==> config.mk <==
export PLATFORM = sky130hd
export DESIGN_NAME = rst_seq_ctrl
export DESIGN_NICKNAME = d
export VERILOG_FILES = /design/src/rtl/rst_seq_pkg.sv /design/src/rtl/sync_2ff.sv /design/src/rtl/rst_seq_ctrl.sv
export SDC_FILE = /design/constraint.sdc
export NUM_CORES = 1
export LEC_CHECK = 0
export BUFFER_PORTS_ARGS = -buffer_cell sky130_fd_sc_hd__buf_2
export CAP_MARGIN = 25
export CORE_ASPECT_RATIO = 1.2
export CORE_MARGIN = 2
export CORE_UTILIZATION = 45
export CTS_CLUSTER_DIAMETER = 200
export CTS_CLUSTER_SIZE = 14
export DETAILED_ROUTE_END_ITERATION = 16
export MAX_ROUTING_LAYER = met4
export PLACE_DENSITY = 0.76
export SYNTH_ARGS = -nofsm -noshare
export SYNTH_HDL_FRONTEND = slang
export SYNTH_HIERARCHICAL = 1
export SYNTH_SLANG_ARGS = --single-unit
==> constraint.sdc <==
create_clock -name clk_i -period 2.04 [get_ports clk_i]
set_input_delay 0.102 -clock clk_i [delete_from_list [all_inputs] [get_ports clk_i]]
set_output_delay 0.102 -clock clk_i [all_outputs]
set_load 0.05 [all_outputs]
==> src/rtl/rst_seq_pkg.sv <==
// ============================================================================
// Module      : rst_seq_pkg
// Description : Shared state encodings and helpers for the reset sequencer
//               and its debug register block.
// Revision    : 1.0 - initial release
// ============================================================================
`default_nettype none

package rst_seq_pkg;

    localparam int unsigned RETRY_W = 4;

    typedef enum logic [2:0] {
        ST_MRST  = 3'd0,
        ST_WLOCK = 3'd1,
        ST_HOLD  = 3'd2,
        ST_REL   = 3'd3,
        ST_RUN   = 3'd4
    } state_e;

    function automatic int max2(input int a, input int b);
        return (a > b) ? a : b;
    endfunction

    function automatic logic [RETRY_W-1:0] sat_inc(input logic [RETRY_W-1:0] v);
        return (v == '1) ? v : v + 1'b1;
    endfunction

endpackage

`default_nettype wire

==> src/rtl/sync_2ff.sv <==
// ============================================================================
// Module      : sync_2ff
// Description : Two-flop synchroniser for a single asynchronous level.
// Revision    : 1.0 - initial release
// ============================================================================
`default_nettype none

module sync_2ff (
    input  logic clk_i,
    input  logic rst_n_i,
    input  logic d_i,
    output logic q_o
);

    logic meta_q, meta_d;
    logic sync_q, sync_d;

    always_comb begin
        meta_d = d_i;
        sync_d = meta_q;
    end

    always_ff @(posedge clk_i or negedge rst_n_i) begin
        if (!rst_n_i) begin
            meta_q <= 1'b0;
            sync_q <= 1'b0;
        end else begin
            meta_q <= meta_d;
            sync_q <= sync_d;
        end
    end

    assign q_o = sync_q;

endmodule

`default_nettype wire

==> src/rtl/rst_seq_ctrl.sv <==
// ============================================================================
// Module      : rst_seq_ctrl
// Description : MMCM reset / lock-wait / staged domain reset release sequencer.
// Revision    : 1.0 - initial release
// ============================================================================
`default_nettype none

module rst_seq_ctrl
    import rst_seq_pkg::*;
#(
    parameter int N_DOM        = 4,
    parameter int MMCM_RST_CYC = 8,
    parameter int LOCK_TIMEOUT = 65535,
    parameter int HOLD_CNT     = 50,
    parameter int STAGE_CNT    = 16
) (
    input  logic               clk_i,
    input  logic               rst_n_i,
    input  logic               mmcm_locked_i,
    input  logic               sw_rst_req_i,
    output logic               mmcm_rst_o,
    output logic [N_DOM-1:0]   dom_rst_n_o,
    output logic               seq_done_o,
    output logic               sw_rst_ack_o,
    output logic [RETRY_W-1:0] retry_cnt_o,
    output logic [2:0]         state_o
);

    localparam int REL_END = N_DOM * STAGE_CNT;
    localparam int CNT_MAX = max2(max2(LOCK_TIMEOUT, HOLD_CNT),
                                  max2(REL_END + 1, MMCM_RST_CYC));
    localparam int CNT_W   = $clog2(CNT_MAX + 1);

    localparam logic [CNT_W-1:0] CNT_ONE   = CNT_W'(1);
    localparam logic [CNT_W-1:0] C_MRST    = CNT_W'(MMCM_RST_CYC);
    localparam logic [CNT_W-1:0] C_TIMEOUT = CNT_W'(LOCK_TIMEOUT);
    localparam logic [CNT_W-1:0] C_HOLD    = CNT_W'(HOLD_CNT);
    localparam logic [CNT_W-1:0] C_RUN_AT  = CNT_W'(REL_END + 1);

    state_e               state_q, state_d;
    logic [CNT_W-1:0]     cnt_q, cnt_d;
    logic [N_DOM-1:0]     dom_q, dom_d;
    logic                 ack_q, ack_d;
    logic [RETRY_W-1:0]   retry_q, retry_d;
    logic                 locked;
    logic                 abort;
    logic [N_DOM-1:0]     rel_hit;

    sync_2ff u_lock_sync (
        .clk_i   (clk_i),
        .rst_n_i (rst_n_i),
        .d_i     (mmcm_locked_i),
        .q_o     (locked)
    );

    // cnt_q is the 1-based cycle index within the current state
    for (genvar i = 0; i < N_DOM; i++) begin : g_rel
        assign rel_hit[i] = (cnt_q >= CNT_W'((i + 1) * STAGE_CNT));
    end

    always_comb begin
        state_d = state_q;
        cnt_d   = cnt_q + CNT_ONE;
        dom_d   = '0;
        ack_d   = 1'b0;
        retry_d = retry_q;
        abort   = 1'b0;
        case (state_q)
            ST_MRST: begin
                if (cnt_q >= C_MRST) begin
                    state_d = ST_WLOCK;
                    cnt_d   = CNT_ONE;
                end
            end
            ST_WLOCK: begin
                if (sw_rst_req_i) begin
                    abort = 1'b1;
                end else if (locked) begin
                    state_d = ST_HOLD;
                    cnt_d   = CNT_ONE;
                end else if (cnt_q >= C_TIMEOUT) begin
                    state_d = ST_MRST;
                    cnt_d   = CNT_ONE;
                    retry_d = sat_inc(retry_q);
                end
            end
            ST_HOLD: begin
                if (sw_rst_req_i || !locked) begin
                    abort = 1'b1;
                end else if (cnt_q >= C_HOLD) begin
                    state_d = ST_REL;
                    cnt_d   = CNT_ONE;
                end
            end
            ST_REL: begin
                if (sw_rst_req_i || !locked) begin
                    abort = 1'b1;
                end else begin
                    dom_d = dom_q | rel_hit;
                    if (cnt_q >= C_RUN_AT) begin
                        state_d = ST_RUN;
                        retry_d = '0;
                    end
                end
            end
            ST_RUN: begin
                if (sw_rst_req_i || !locked) begin
                    abort = 1'b1;
                end else begin
                    dom_d = dom_q;
                    cnt_d = cnt_q;
                end
            end
            default: begin
                state_d = ST_MRST;
                cnt_d   = CNT_ONE;
            end
        endcase
        // Lock loss and software request share one MRST entry; ack follows the request
        if (abort) begin
            state_d = ST_MRST;
            cnt_d   = CNT_ONE;
            dom_d   = '0;
            ack_d   = sw_rst_req_i;
        end
    end

    always_ff @(posedge clk_i or negedge rst_n_i) begin
        if (!rst_n_i) begin
            state_q <= ST_MRST;
            cnt_q   <= '0;
            dom_q   <= '0;
            ack_q   <= 1'b0;
            retry_q <= '0;
        end else begin
            state_q <= state_d;
            cnt_q   <= cnt_d;
            dom_q   <= dom_d;
            ack_q   <= ack_d;
            retry_q <= retry_d;
        end
    end

    assign mmcm_rst_o   = (state_q == ST_MRST);
    assign seq_done_o   = (state_q == ST_RUN);
    assign dom_rst_n_o  = dom_q;
    assign sw_rst_ack_o = ack_q;
    assign retry_cnt_o  = retry_q;
    assign state_o      = state_q;

endmodule

`default_nettype wire

==> impl_results.md, run 1 <==
* Worst Skew at about 5.9 ps
* Power Dens Cells at approximately 1100 mW/mm^2
* Clk Latency, worst-skew pair at just under 300 ps
* Die width at 61.7 microns
* Worst reg2reg path endpoint: cnt_q[0]$_DFFE_PN0P_
* Crit Path Class: flip-flop to flip-flop
* Slew Limit Fails at 0
* Leakage at 1.08 nW
* Reg2Reg Depth at 5
* Initial DRC count at roughly 160
* Initial DRT Pass Iterations at 4
* Num ports at 18
* Hold Vio Cnt, Final at 0
* GPL Wtd Cong at 0.913
* Mean Syn Cell Area at 9.12 sq um
* GRT Residual Overflow at 0
* Sw Share at a little over two fifths
* Critical path data required time at approximately 2200 ps
* Vias in the first global route at approximately 1700
* Failing checks: setup timing
* Core footprint at 0.00388 sq mm
* Initial Util at between 40 and 50%
* Post-Place Cells at 283
* CP cell instances: nor4_4 > nand3_2 > or4_4 > mux2_2 > a311o_1
* Combinational fraction of design power at a little under half
* Synthesized area at around 0.0018 sq mm
* Hold endpoint: sw_rst_ack_o$_DFF_PN0_
* Peak supply drop at ~520 uV
* Crit. End Element: flip-flop
* Most common cell after layout, fill and taps aside: buf_4
* Pint at about 1.4 mW
* Top fanout value on the critical path at 5
* Peak Freq at approximately 0.5 GHz
* Drt drc at 0
* Row cnt at 25
* Clk pwr share at a little over 20%
* Initial antenna violation count at 0
* Max_cap viols at 0
* Clk buf depth at 2
* Status: complete, but fails checks
* Finished Layout Cells at roughly 300
* Largest net degree at the start of global routing at 31
* Clock sink count at 30
* Reg2reg setup slack at -1 ps
* Post-synth EDFFs at 0
* Syn nets at slightly above 200
* Asr flop ratio synth at 100%
* RSZ-0062 raised after global routing: yes
* Hold path depth at 2
* Net switching power at around 1.1 mW
* Post-route setup slack at -0.995 ps
* Slew of the pin with the lowest slew margin at roughly 680 ps
* Reg2Reg Launch Point: cnt_q[11]$_DFFE_PN0P_
* PortBufs at 17
* Post-Route WL at 4500 microns
* DR vias/cell at between 5 and 6
* CP delay by family, top: simple AND/OR/NAND/NOR gates
* Nets at 251
* Number of CTS-inserted buffers at 5
* Crit path time final at 2040 ps
* Final setup fails at 1
* CP Launch Type: flip-flop
* WL/cell at 15.1 microns
* Period Utilization, post-route at 100%
* Die area at 0.00452 sq mm
* Via count at ~1700
* CTS Root Cell: clkbuf_8
* Yosys warning total at 6
* Slowest stage cell, crit path: or4_4
* GRT Total Usage at 23.0%
* Dpl ws at around 49 ps
* Most frequent cells in the layout: buf_4, dfrtp_1, nor2_1, buf_2, nand2_1
* Share of cells above drive strength 1 at 33.6%
* Max_slew headroom at a little over half
* N_diodes at 0
* Hold Crit Class: primary input to flip-flop
* Main synth FF type: dfrtp_1
* Routed Antenna Nets at 0
* Sequential power share at 31.7%
* CP bufs+invs at 0
* Hold Crit Start: sw_rst_req_i
* Arrival @ worst endpoint at ~2200 ps
* Post-DP HPWL at 3080 microns
* Sequential area share after synthesis at 41.8%
* Netlist cell types at 46
* Post-Syn Instances at roughly 200
* H-Tree Depth at 2
* Area grow syn2layout at 30.7%
* CTS tree: built
* Crit path largest cell delay at ~500 ps
* Die Ht at between 70 and 80 microns
* Register bit total from synthesis at 30
* Reg clk slew, reported paths at 70 ps
* First-pass GRT wire length at ~7500 microns
metrics by stage:
stage	area, sq um	util [%]	TNS, ps	total power [mW]	hold slack, ps
final	2350	60.5	-0.995	2.47	201
after global placement	2140	55.1	0	1.79	174
after global routing	2350	60.5	-56.9	2.63	207
after detailed placement	2140	55.1	0	1.80	185
after CTS	2250	58.0	0	2.32	181
after floorplan	1860	-	-71.9	1.52	-194
per-layer routing:
layer	vias up	GRT usage, %	share of wire [%]
li1	804	-	-
met1	813	27.0	42
met2	48	37.7	51
met3	9	6.03	4.4
met4	0	7.57	2.2
met5	-	-	0
state kept, by name, indices dropped and copies added, names as in the netlist:
register and flops:
dom_rst_n_o 4, u_lock_sync/meta_q 1, sw_rst_ack_o 1, state_o 3
cnt_q 16, u_lock_sync/q_o 1, retry_cnt_o 4
worst max-delay path by stage:
stage	start	end	slack, ps	depth (start not counted)
global placement	cnt_q[1]$_DFFE_PN0P_	cnt_q[14]$_DFFE_PN0P_	60	7
CTS	cnt_q[13]$_DFFE_PN0P_	cnt_q[0]$_DFFE_PN0P_	10	5
finish	cnt_q[11]$_DFFE_PN0P_	cnt_q[0]$_DFFE_PN0P_	-1	5
detailed placement	cnt_q[12]$_DFFE_PN0P_	cnt_q[0]$_DFFE_PN0P_	50	5
floorplan	cnt_q[12]$_DFFE_PN0P_	cnt_q[0]$_DFFE_PN0P_	-30	5
global route	cnt_q[11]$_DFFE_PN0P_	cnt_q[0]$_DFFE_PN0P_	-60	5
synthesized netlist by cell type, types with 2 or more instances:
cell | instances | area share (%)
nor2b_1 | 2 | 0.70
o221ai_1 | 2 | 0.98
a211oi_1 | 3 | 1.3
nor3b_1 | 2 | 0.84
o211ai_1 | 3 | 1.3
clkbuf_1 | 5 | 1.0
nor4_2 | 2 | 1.4
dfrtp_1 | 30 | 42
xor2_1 | 13 | 6.3
a31oi_1 | 2 | 0.70
nand3_1 | 9 | 2.5
buf_2 | 3 | 0.84
a311o_1 | 2 | 1.1
nand4_1 | 9 | 3.1
ha_1 | 4 | 2.8
o21ai_0 | 6 | 1.7
o22ai_1 | 6 | 2.1
nor2_1 | 26 | 5.4
a21oi_1 | 6 | 1.7
o21a_1 | 2 | 0.84
nand2b_1 | 3 | 1.0
nor3_1 | 4 | 1.1
inv_1 | 13 | 2.7
and4_1 | 2 | 0.98
mux2_2 | 2 | 1.3
nand2_1 | 15 | 3.1
or4_1 | 2 | 0.84
power by group through the flow:
stage | clock network (mW) | logic [mW] | registers [mW]
4_1_cts | 0.506 | 1.03 | 0.784
2_1_floorplan | 0 | 0.610 | 0.906
6_report | 0.500 | 1.19 | 0.784
3_5_place_dp | 0 | 1.01 | 0.792
5_1_grt | 0.529 | 1.30 | 0.799
3_3_place_gp | 0 | 1.00 | 0.791
logic make-up after synthesis:
family | synth area share [%]
DFF | 41.8
adders and majority gates | 2.79
buffers and inverters | 4.60
xor gates and xnor gates | 6.82
muxes | 1.81
and+or+nand+nor | 25.1
AOI/OAI and AO/OA | 17.1
cell type report:
cell class                 count  area [sq um]
tap                           54          67.6
clock buffer                   7          86.3
multi-input combinational    146          1060
inverter                      13          48.8
sequential                    30           758
clock inverter                 1          5.00
timing repair buffer          47           327
fill                         346          1530
repair_timing:
action | in CTS | in global routing
buffers inserted | 0 | 5
gates resized for setup | 1 | 19
endpoints found under the hold margin | 31 | 0
gates cloned | 0 | 1
hold buffers | 2 | 0
setup endpoints to repair | 1 | 19
pin swaps | 1 | 7
No activity file was read; power rests on OpenSTA's default activity.
==> inputs of run 2 (changes only) <==
- TNS_END_PERCENT: default -> 30
==> run 2 against run 1 <==
  * Combinational power fell by 8%
  * Clock-buffer cell count is the same
  * Sequential cell count is the same
  * Non-clock buffer count unchanged
  * Cell area is 2.0% lower
  * Sequential share of layout area up 0.67 points
  * Power down 3.7%
  * Largest power group unchanged
  * Setup slack improved by 50 ps
  * The run now ends clean
  * Clock skew rose by 2.7 ps
  * Clock power fell by 1%
  * Hold slack worse by 13 ps
  * Critical path type unchanged
  * Global-route usage decreased by 0.64 points
==> impl_results.md, run 2 (synthesized netlist as in run 1, its figures left out) <==
* Nets at 251 (unchanged)
* Worst Skew at 8.58 ps (+2.69 ps)
* CP bufs+invs at 0 (unchanged)
* Initial DRT Pass Iterations at 4 (unchanged)
* Max reg flops at 16 (unchanged)
* Most common cell after layout, fill and taps aside: buf_4
* Slew of the pin with the lowest slew margin at 702 ps (+20.6 ps)
* Routed Antenna Nets at 0 (unchanged)
* Most frequent cells in the layout: buf_4, nor2_1, dfrtp_1, buf_2, nand2_1
* CTS tree: built
* Initial DRC count at 130 (-19%)
* Hold Crit Class: primary input to flip-flop
* Period Utilization, post-route at 97.6% (-2.4 points)
* Post-DP HPWL at 3080 microns (+0.13%)
* Die area at 0.00452 sq mm (unchanged)
* Post-route cell area at 0.00230 sq mm (-2.0%)
* RSZ-0062 raised after global routing: yes
* CP delay by family, top: simple AND/OR/NAND/NOR gates
* Peak supply drop at 493 uV (-5.1%)
* Peak Freq at 0.502 GHz (+2.5%)
* Vias in the first global route at 1677 (+0.18%)
* Dpl ws at 40.1 ps (-8.55 ps)
* CP cell instances: nor4_4 > nand3_2 > or4_1 > mux2_2 > a311o_1
* Crit Path Class: flip-flop to flip-flop
* Post-route setup slack at 48.6 ps (+49.6 ps)
* Post-Place Cells at 284 (+0.35%)
* Largest net degree at the start of global routing at 31 (unchanged)
* Share of cells above drive strength 1 at 29.9% (-3.7 points)
* Crit path time final at 1990 ps (-49.6 ps)
* Initial Util at 46.3% (unchanged)
* Fin util at 59.3% (-1.2 points)
* Slew Limit Fails at 0 (unchanged)
* Hold WS at 189 ps (-12.8 ps)
* Reg clk slew, reported paths at 70 ps (about the same)
* Hold Vio Cnt, Final at 0 (unchanged)
* Crit path largest cell delay at 420 ps (-80 ps)
* Initial antenna violation count at 0 (unchanged)
* Core footprint at 0.00388 sq mm (unchanged)
* Area post-placement at 0.00214 sq mm (+0.29%)
* Filler Cell Count at 355 (+2.6%)
* First-pass GRT wire length at 7350 microns (-1.9%)
* Via count at 1693 (+1.1%)
* Drt drc at 0 (unchanged)
* Final setup fails at 0 (-1)
* Leakage at 1.07 nW (-0.35%)
* GRT Total Usage at 22.4% (-0.64 points)
* Number of CTS-inserted buffers at 5 (unchanged)
* Power Dens Cells at 1030 mW/mm^2 (-1.7%)
* Register area at 758 sq um (unchanged)
* Crit. End Element: flip-flop
* Biggest register: cnt_q
* Max_cap viols at 0 (unchanged)
* DR vias/cell at 5.68 (+1.1%)
* Clk Latency, worst-skew pair at 290 ps (about the same)
* Clk buf depth at 2 (unchanged)
* WL/cell at 14.5 microns (-3.7%)
* Slowest stage cell, crit path: or4_1
* Sum of negative setup slack at 0 ps (+0.995 ps)
* GRT Residual Overflow at 0 (unchanged)
* PortBufs at 17 (unchanged)
* GPL Wtd Cong at 0.950 (+4.1%)
* CP Launch Type: flip-flop
* Arrival @ worst endpoint at 2170 ps (-40 ps)
* Finished Layout Cells at 298 (unchanged)
* Critical path data required time at 2210 ps (about the same)
* Die width at 61.7 microns (unchanged)
* Die Ht at 73.2 microns (unchanged)
* Post-Route WL at 4330 microns (-3.7%)
* Clock sink count at 30 (unchanged)
* Status: completed
* Top fanout value on the critical path at 2 (-3)
* Max_slew headroom at 53.1% (-1.5 points)
* H-Tree Depth at 2 (unchanged)
* Num ports at 18 (unchanged)
* Multi-input gate area at 0.00102 sq mm (-3.4%)
* Row cnt at 25 (unchanged)
* Design Power at 2.38 mW (-3.7%)
* N_diodes at 0 (unchanged)
* CTS Root Cell: clkbuf_8
* Area grow syn2layout at 28.1%
run 2: cell counts in the layout (fill, tap and decap cells not counted):
Identical to the previous run, type by type.
run 2: worst paths after layout:
check | startpoint | cells after the start | endpoint | slack [ps]
max | cnt_q[12]$_DFFE_PN0P_ | 5 | cnt_q[0]$_DFFE_PN0P_ | 50
min | sw_rst_req_i | 2 | sw_rst_ack_o$_DFF_PN0_ | 190
max reg2reg | cnt_q[12]$_DFFE_PN0P_ | 5 | cnt_q[0]$_DFFE_PN0P_ | 50
min reg2reg | u_lock_sync/meta_q$_DFF_PN0_ | 0 | u_lock_sync/q_o$_DFF_PN0_ | 360
max in group asynchronous | rst_n_i | 2 | cnt_q[8]$_DFFE_PN0P_ | 1180
min in group asynchronous | rst_n_i | 2 | u_lock_sync/q_o$_DFF_PN0_ | 380
run 2: report_power, final:
| part | switching [mW] | internal, mW | leakage, nW | total (mW) |
|---|---|---|---|---|
| sequential | 0.107 | 0.676 | 0.384 | 0.783 |
| combinational | 0.669 | 0.434 | 0.642 | 1.10 |
| clock | 0.222 | 0.272 | 0.0482 | 0.493 |
| total | 0.998 | 1.38 | 1.07 | 2.38 |
run 2: what timing repair did:
item                                   in CTS  in global routing
hold buffers                                2                  0
endpoints found under the hold margin      31                  0
gates resized for setup                     0                  4
setup endpoints to repair                   0                 14
setup buffers                               0                  4
run 2: area by class of cell:
cell class,instances,share of cell area (%)
Timing Repair Buffer,47,13.7
Clock buffer,7,3.75
Multi-Input combinational cell,146,44.3
Tap cell,54,2.94
Clock inverter,1,0.218
Inverter,13,2.12
Sequential cell,30,33.0
run 2: layer usage:
metal / vias to the layer above / part of all wire [%] / wire length (microns) / track usage, %
met5: - / 0 / 0 / -
met4: 0 / 3.2 / 140 / 11.3
met3: 14 / 4.1 / 177 / 4.79
met2: 47 / 49 / 2120 / 35.6
met1: 827 / 44 / 1900 / 26.1
li1: 805 / - / - / -
